### config.mk
export PLATFORM = sky130hd
export DESIGN_NAME = if_id_stage_flat
export DESIGN_NICKNAME = d
export VERILOG_FILES = /design/src/rtl/if_id_stage_pkg.sv /design/src/rtl/if_id_stage_if.sv /design/src/rtl/if_id_stage.sv /design/src/flat_wrapper.sv
export SDC_FILE = /design/constraint.sdc
export NUM_CORES = 1
export LEC_CHECK = 0
export BUFFER_PORTS_ARGS = -buffer_cell sky130_fd_sc_hd__buf_2
export CAP_MARGIN = 10
export CORE_MARGIN = 3
export CORE_UTILIZATION = 45
export CTS_BUF_LIST = sky130_fd_sc_hd__clkbuf_8
export CTS_CLUSTER_SIZE = 40
export DETAILED_ROUTE_END_ITERATION = 7
export GPL_ROUTABILITY_DRIVEN = 0
export GPL_TIMING_DRIVEN = 0
export PLACE_DENSITY = 0.78
export SYNTH_ARGS = -nofsm -noshare
export SYNTH_HDL_FRONTEND = slang
export SYNTH_SLANG_ARGS = --single-unit
### constraint.sdc
create_clock -name clk -period 4.45 [get_ports clk]
set_input_delay 0.2225 -clock clk [delete_from_list [all_inputs] [get_ports clk]]
set_output_delay 0.2225 -clock clk [all_outputs]
set_load 0.01 [all_outputs]
### src/rtl/if_id_stage_pkg.sv
// Shared types and constants for the fetch-to-decode pipeline register.
// Holds exception codes, the eret word, reset PC and the D-entry state encoding.
package if_id_stage_pkg;

    typedef logic [31:0] word_t;
    typedef logic [4:0]  exc_t;

    localparam exc_t  EXC_NONE  = 5'd0;
    localparam exc_t  EXC_ADEL  = 5'd4;
    localparam word_t ERET_WORD = 32'h42000018;
    localparam word_t RESET_PC  = 32'h00003000;
    localparam word_t LINK_OFS  = 32'd8;

    typedef enum logic [1:0] {
        ST_BUBBLE = 2'd0,
        ST_RUN    = 2'd1,
        ST_HOLD   = 2'd2
    } state_e;

    // Payload of the D-stage entry (validity is tracked by the FSM).
    typedef struct packed {
        word_t instr;
        word_t pc;
        exc_t  exccode;
        logic  bd;
    } de_entry_t;

    // Empty slot; the PC still follows fetch so later stages see a
    // sensible address for the bubble.
    function automatic de_entry_t bubble_entry(input word_t pc);
        de_entry_t e;
        e.instr   = '0;
        e.pc      = pc;
        e.exccode = EXC_NONE;
        e.bd      = 1'b0;
        return e;
    endfunction

    // A faulting fetch carries no instruction word, only the fault code.
    function automatic de_entry_t load_entry(
        input word_t instr,
        input word_t pc,
        input logic  adel,
        input logic  bd
    );
        de_entry_t e;
        e.instr   = adel ? '0 : instr;
        e.pc      = pc;
        e.exccode = adel ? EXC_ADEL : EXC_NONE;
        e.bd      = bd;
        return e;
    endfunction

endpackage

### src/rtl/if_id_stage_if.sv
// Bundle between the fetch side and the if_id_stage register.
// master: fetch/control driver; slave: the pipeline register itself.
interface if_id_stage_if;
    import if_id_stage_pkg::*;

    logic  stall;
    logic  flush;
    word_t instr_f;
    word_t pc_f;
    logic  adel_f;
    logic  bd_f;

    word_t instr_d;
    word_t pc_d;
    word_t pc8_d;
    exc_t  exccode_d;
    logic  bd_d;
    logic  valid_d;
    word_t fetch_cnt;

    modport master (
        output stall, flush, instr_f, pc_f, adel_f, bd_f,
        input  instr_d, pc_d, pc8_d, exccode_d, bd_d,
        input  valid_d, fetch_cnt
    );

    modport slave (
        input  stall, flush, instr_f, pc_f, adel_f, bd_f,
        output instr_d, pc_d, pc8_d, exccode_d, bd_d,
        output valid_d, fetch_cnt
    );
endinterface

### src/rtl/if_id_stage.sv
// IF/ID pipeline register with BUBBLE/RUN/HOLD control, eret-kill and fetch count.
// Ports: clk, reset (sync, active-high), bus (if_id_stage_if.slave: F inputs, D outputs).
module if_id_stage
    import if_id_stage_pkg::*;
#(
    parameter word_t P_CNT_RESET = 32'd0
) (
    input  logic           clk,
    input  logic           reset,
    if_id_stage_if.slave   bus
);

    state_e    r_state;
    de_entry_t r_entry;
    logic      r_valid;
    word_t     r_cnt;

    state_e    w_nxt_state;
    de_entry_t w_nxt_entry;
    word_t     w_nxt_cnt;

    logic      w_is_eret;
    logic      w_do_flush;
    logic      w_do_hold;
    logic      w_do_kill;
    logic      w_do_load;

    // eret has no delay slot, so the word behind it must never issue.
    assign w_is_eret  = r_valid && (r_entry.instr == ERET_WORD);

    // Mutually exclusive action selects, in priority order.
    assign w_do_flush = bus.flush;
    assign w_do_hold  = !bus.flush && bus.stall;
    assign w_do_kill  = !bus.flush && !bus.stall && w_is_eret;
    assign w_do_load  = !bus.flush && !bus.stall && !w_is_eret;

    always_comb begin
        w_nxt_state = r_state;
        w_nxt_entry = r_entry;
        w_nxt_cnt   = r_cnt;
        unique case (1'b1)
            w_do_flush: begin
                w_nxt_state = ST_BUBBLE;
                w_nxt_entry = bubble_entry(bus.pc_f);
            end
            w_do_hold: begin
                w_nxt_state = r_valid ? ST_HOLD : ST_BUBBLE;
            end
            w_do_kill: begin
                w_nxt_state = ST_BUBBLE;
                w_nxt_entry = bubble_entry(bus.pc_f);
            end
            w_do_load: begin
                w_nxt_state = ST_RUN;
                w_nxt_entry = load_entry(bus.instr_f, bus.pc_f,
                                         bus.adel_f, bus.bd_f);
                w_nxt_cnt   = r_cnt + 32'd1;
            end
            default: begin
                w_nxt_state = r_state;
            end
        endcase
    end

    always_ff @(posedge clk) begin
        if (reset) begin
            r_state <= ST_BUBBLE;
            r_entry <= bubble_entry(RESET_PC);
            r_valid <= 1'b0;
            r_cnt   <= P_CNT_RESET;
        end else begin
            r_state <= w_nxt_state;
            r_entry <= w_nxt_entry;
            r_valid <= (w_nxt_state != ST_BUBBLE);
            r_cnt   <= w_nxt_cnt;
        end
    end

    assign bus.instr_d   = r_entry.instr;
    assign bus.pc_d      = r_entry.pc;
    assign bus.pc8_d     = r_entry.pc + LINK_OFS;
    assign bus.exccode_d = r_entry.exccode;
    assign bus.bd_d      = r_entry.bd;
    assign bus.valid_d   = r_valid;
    assign bus.fetch_cnt = r_cnt;

endmodule

### src/flat_wrapper.sv
// flat-port wrapper written by rule: the top's interface ports become plain ports
module if_id_stage_flat import if_id_stage_pkg::*;
#(
    parameter word_t P_CNT_RESET = 32'd0
)
  (clk, reset, bus_stall, bus_flush, bus_instr_f, bus_pc_f, bus_adel_f, bus_bd_f, bus_instr_d, bus_pc_d, bus_pc8_d, bus_exccode_d, bus_bd_d, bus_valid_d, bus_fetch_cnt);
  if_id_stage_if bus_i ();
  input  logic clk;
  input  logic reset;
  input wire logic [$bits(bus_i.stall)-1:0] bus_stall;
  input wire logic [$bits(bus_i.flush)-1:0] bus_flush;
  input wire logic [$bits(bus_i.instr_f)-1:0] bus_instr_f;
  input wire logic [$bits(bus_i.pc_f)-1:0] bus_pc_f;
  input wire logic [$bits(bus_i.adel_f)-1:0] bus_adel_f;
  input wire logic [$bits(bus_i.bd_f)-1:0] bus_bd_f;
  output wire logic [$bits(bus_i.instr_d)-1:0] bus_instr_d;
  output wire logic [$bits(bus_i.pc_d)-1:0] bus_pc_d;
  output wire logic [$bits(bus_i.pc8_d)-1:0] bus_pc8_d;
  output wire logic [$bits(bus_i.exccode_d)-1:0] bus_exccode_d;
  output wire logic [$bits(bus_i.bd_d)-1:0] bus_bd_d;
  output wire logic [$bits(bus_i.valid_d)-1:0] bus_valid_d;
  output wire logic [$bits(bus_i.fetch_cnt)-1:0] bus_fetch_cnt;
  assign bus_i.stall = bus_stall;
  assign bus_i.flush = bus_flush;
  assign bus_i.instr_f = bus_instr_f;
  assign bus_i.pc_f = bus_pc_f;
  assign bus_i.adel_f = bus_adel_f;
  assign bus_i.bd_f = bus_bd_f;
  assign bus_instr_d = bus_i.instr_d;
  assign bus_pc_d = bus_i.pc_d;
  assign bus_pc8_d = bus_i.pc8_d;
  assign bus_exccode_d = bus_i.exccode_d;
  assign bus_bd_d = bus_i.bd_d;
  assign bus_valid_d = bus_i.valid_d;
  assign bus_fetch_cnt = bus_i.fetch_cnt;
  if_id_stage #(.P_CNT_RESET(P_CNT_RESET)) u_core (.clk(clk), .reset(reset), .bus(bus_i));
endmodule
Word level (Yosys, flattened, before mapping)
Index checks and enable logic that the tools add are counted.

Register bits after elaboration: 105. Output and inout bits: 135. Word-level logic and storage cells: 26. Input bits: 70.

Reduce and logical (&&, ||, !) cells: 11. $add $sub $neg: 2. Mux-type cells: 5. Eq/ne operators: 1.

Operator list (number): 70-bit one-hot mux with 2 select lines (1); 32-bit by 1-bit adder with 32-bit output, second input constant (1); 32-bit by 4-bit adder with 32-bit output, second input constant (1); 32-bit by 31-bit equality test with 1-bit output, second input constant (1); 32-bit 2-to-1 mux (1); 2-bit one-hot mux with 3 select lines (1); 1-bit logical AND (5); 2-bit nonzero test (2); 1-bit logical NOT (3); 3-bit 2-to-1 mux (1); 2-bit 2-to-1 mux (1); 2-bit OR reduction (1).

Longest topological paths before layout
Word-level depth: 6. Mapped depth: 8. Gate-level depth less buffers: 6.

Worst setup path before layout
Ideal clock, no wire load.

Path type: reg2out. From: reg u_core.r_entry, in the netlist u_core.bus.pc_d[3]. To: out bus_pc8_d[29]. Data required time: 4.228 ns. Arrival time: 1.848 ns. Stages on the path, launching flop included: 7. Buffers on the path: 0. Slack: 2.380 ns. Cells stage by stage: dfxtp_1 -> ha_1 -> nand3_1 -> or3_1 -> nor3_2 -> nand4_1 -> xnor2_1.

Cells in the longest elaborated chain, start to end: 1.

RTL lines: start: declaration (RTL line if_id_stage.sv:14) `de_entry_t r_entry;`; start signal: assignment (RTL line if_id_stage.sv:68) `r_entry <= bubble_entry(RESET_PC);`; start signal: assignment (RTL line if_id_stage.sv:73) `r_entry <= w_nxt_entry;`; 32-bit by 4-bit adder with 32-bit output (RTL line if_id_stage.sv:81) `assign bus.pc8_d = r_entry.pc + LINK_OFS;`; end: declaration (RTL line flat_wrapper.sv:18) `output wire logic [$bits(bus_i.pc8_d)-1:0] bus_pc8_d;`.

Every way passes these cells.

Worst setup path after layout
From: reg u_core.r_entry, in the netlist u_core.bus.pc_d[3]. To: out bus_pc8_d[31].

Same word-level chain as after synthesis.

==> results by group <==
Route
  – Final wirelength: ~13000 µm
  – 1st-pass router iterations: 4
  – Wire per inst: 14.8 µm
  – DRC: 0
  – Via count: roughly 4500
  – Antenna viol nets, final: 0
  – DR vias/cell: roughly 5.3
  – Starting DRC count in detailed routing: around 270

Critical path
  – Crit path DAT: 2.62 ns
  – Worst path bufs/invs: 1
  – Crit Path Category: flip-flop to output port
  – Critical Path Stages: 7
  – Worst setup EP type: output port
  – Reg2Reg Depth: 6
  – CP max stage cell: dfxtp_1
  – Worst EP required: about 4.2 ns
  – CP startpoint kind: flip-flop
  – Highest cell delay on the worst timing path: about 0.44 ns
  – Crit-path cells: ha_1 > nand3_1 > or3_1 > nor3_2 > nand4_1 > xnor2_1 > buf_2
  – Worst path top cell family by delay: simple AND/OR/NAND/NOR gates
  – CP max FO: 6

Synth
  – Post-synthesis compound-gate area fraction: 0.186
  – Top_reg_cell synth: dfxtp_1
  – Number of synthesized flops with an enable pin: 0
  – Warnings, synthesis: 0
  – Mapped cell area: 4390 µm²
  – Synth async-reset ratio: 0
  – Synth Area in Simple Gates: 0.245
  – Mux cell area share after synthesis: 0.00228
  – Seq/Total Area, Yosys: 0.451
  – Main combinational cell family by area after synthesis: simple AND/OR/NAND/NOR gates
  – FF+latch count, synth: slightly below 100
  – Unique cell type count in the Yosys netlist: 45
  – Post-Synth XOR/XNOR Area: 0.0558
  – Post-Synth Adder-Cell Area: 0.00570
  – Synth Area per Inst: 8.59 µm²
  – Synth Instances: just over 500

Clock tree
  – Clk sinks: just under 100
  – Clock root buffer: clkbuf_8
  – Worst-path clk slew: 0.11 ns
  – Setup bufs post-CTS: 0
  – Post-CTS Resized: 0
  – Clk_lat worst skew: between 0.3 and 0.4 ns
  – H-tree levels: 3
  – TritonCTS buffer count: 9
  – CTS max path bufs: 2
  – Hold Buf Count CTS: 0
  – CTS tree: yes

Floorplanning
  – Die extent in y: 105 µm
  – Die ar.: approximately 11000 µm²
  – Die X: 105 µm
  – Core area: ~9400 µm²
  – Initial Util: 0.469
  – Row cnt: 35
  – I/O pin count: between 200 and 250

Finish
  – Layout net count: ~800
  – Layout overhead on the synthesized area: 31.1%
  – Core Util, Final: 0.614
  – Fill cells: approximately 850
  – Register area: between 1500 and 2000 µm²
  – Layout cells sized above 1: 0.332
  – Multi-input logic area: ~2200 µm²
  – Fin cells: around 860
  – N_diodes: 0

GRT
  – GRT overflow: 0
  – Largest net degree at the start of global routing: 19
  – Global-route usage over all layers: 0.225
  – Initial antenna violation count: 0
  – Vias in the first global route: around 4200
  – Global-route wire length before repair: slightly above 20000 µm

Pwr
  – Total Power: between 0.0015 and 0.002 W
  – Pwr Density: between 200 and 300 nW/µm²
  – Leak: ~2.6 nW
  – Max IR drop VDD: between 0.00015 and 0.0002 V

STA
  – Max transition margin: 0.576
  – Clock period minus worst slack: 2.84 ns
  – Hold WS: ~0.057 ns
  – F_max: 0.352 GHz
  – Post-Route Setup TNS: 0 ns
  – Clk_skew: approximately 0.017 ns
  – Max Slew Vio Count: 0
  – Final Cycle Share: 0.638
  – Unrepaired setup endpoints after global routing: no
  – Final Hold Vio Count: 0
  – Final setup fails: 0
  – Measured slew at the worst slew-check pin: approximately 0.63 ns

Hold path
  – Min-delay worst type: input pin to flip-flop
  – Hold path depth: 2

Place
  – PortBufs: approximately 200
  – Placed insts: 842
  – Final HPWL from detailed placement: 9810 µm

Job
  – Max Cap Violations: 0

Run status
  – Status: finished clean
==> per-layer routing <==
layer / vias to the layer above / share of wire / track usage
met3: 18 / 0.074 / 0.0500
met4: 0 / 0.016 / 0.0806
met2: 188 / 0.48 / 0.382
met5: - / 0 / 0
li1: 2243 / - / -
met1: 2097 / 0.43 / 0.281
==> cell usage after synthesis, types with 4 or more instances <==
cell	count	area (µm²)
dfxtp_1	99	1980
nand2_1	90	338
a21oi_1	58	290
a22o_1	32	280
nor2_1	23	86.3
clkbuf_1	20	75.1
nand3_1	17	85.1
o31ai_1	16	120
or4_1	16	120
xnor2_1	16	140
or3_1	15	93.8
nand4_1	13	81.3
xor2_1	12	105
inv_1	11	41.3
buf_4	8	60.1
o21ai_0	7	35.0
buf_2	6	30.0
nor4_1	6	37.5
o21ai_1	5	25.0
nor3_1	4	20.0
==> layout by cell type, fill, tap and decap left out, types with 15 or more instances in the layout <==
master	synthesis	layout
buf_2	6	205
a22o_1	32	32
xnor2_1	16	16
nand2_1	90	90
dfxtp_1	99	99
nand3_1	17	17
or4_1	16	16
a21oi_1	58	58
clkbuf_1	20	20
o31ai_1	16	16
nor2_1	23	23
or3_1	15	15
==> worst paths after layout <==
path                           startpoint                       end  slack, ns
setup / recovery       u_core.bus.pc_d[3]             bus_pc8_d[31]       1.61
hold / removal             bus_instr_f[4]     u_core.bus.instr_d[4]       0.06
setup reg to reg  u_core.bus.fetch_cnt[0]  u_core.bus.fetch_cnt[24]       2.23
hold reg to reg        u_core.bus.pc_d[0]        u_core.bus.pc_d[0]       0.48
==> cell families after synthesis <==
kind of cell / count (synthesis)
compound gates: 125
xor+xnor: 28
fa+ha+maj: 2
buf+inv: 48
flops: 99
mux: 1
other cells: 1
simple gates: 207
==> final cells by class <==
class / count / area share
buffer: 37 / 0.0335
clock buffer: 10 / 0.0239
clock inverter: 6 / 0.0100
inverter: 11 / 0.00717
multi-input combinational: 367 / 0.380
sequential: 99 / 0.344
tap: 129 / 0.0280
timing repair buffer: 199 / 0.173
==> power breakdown <==
part / switching (W) / internal (W) / leakage [nW] / total, W
Clock: 0.000339 / 0.000232 / 0.0945 / 0.000571
Sequential: 0.0000311 / 0.000912 / 0.807 / 0.000943
Combinational: 0.000109 / 0.0000903 / 1.74 / 0.000200
Total: 0.000480 / 0.00123 / 2.64 / 0.00171
==> sequential cells by signal, indices dropped and copies added (netlist names) <==
register              flops
u_core.bus.pc_d          32
u_core.bus.valid_d        1
u_core.bus.fetch_cnt     32
u_core.bus.instr_d       32
u_core.bus.exccode_d      1
u_core.bus.bd_d           1
==> metrics by stage <==
stage	worst slack (ns)	instance area [µm²]
global placement	1.96	5560
global route	1.33	5760
floorplan	2.38	4400
CTS	1.51	5760
detailed placement	1.92	5560
finish	1.61	5760
==> worst register-to-register path: stages (launching register included) <==
cell and delay, ns:
dfxtp_1 0.42, ha_1 0.19, nand3_1 0.19, nor4_1 0.52, nand2_1 0.25, or4_1 0.45
a21oi_1 0.15
No activity file was read; power rests on OpenSTA's default activity.
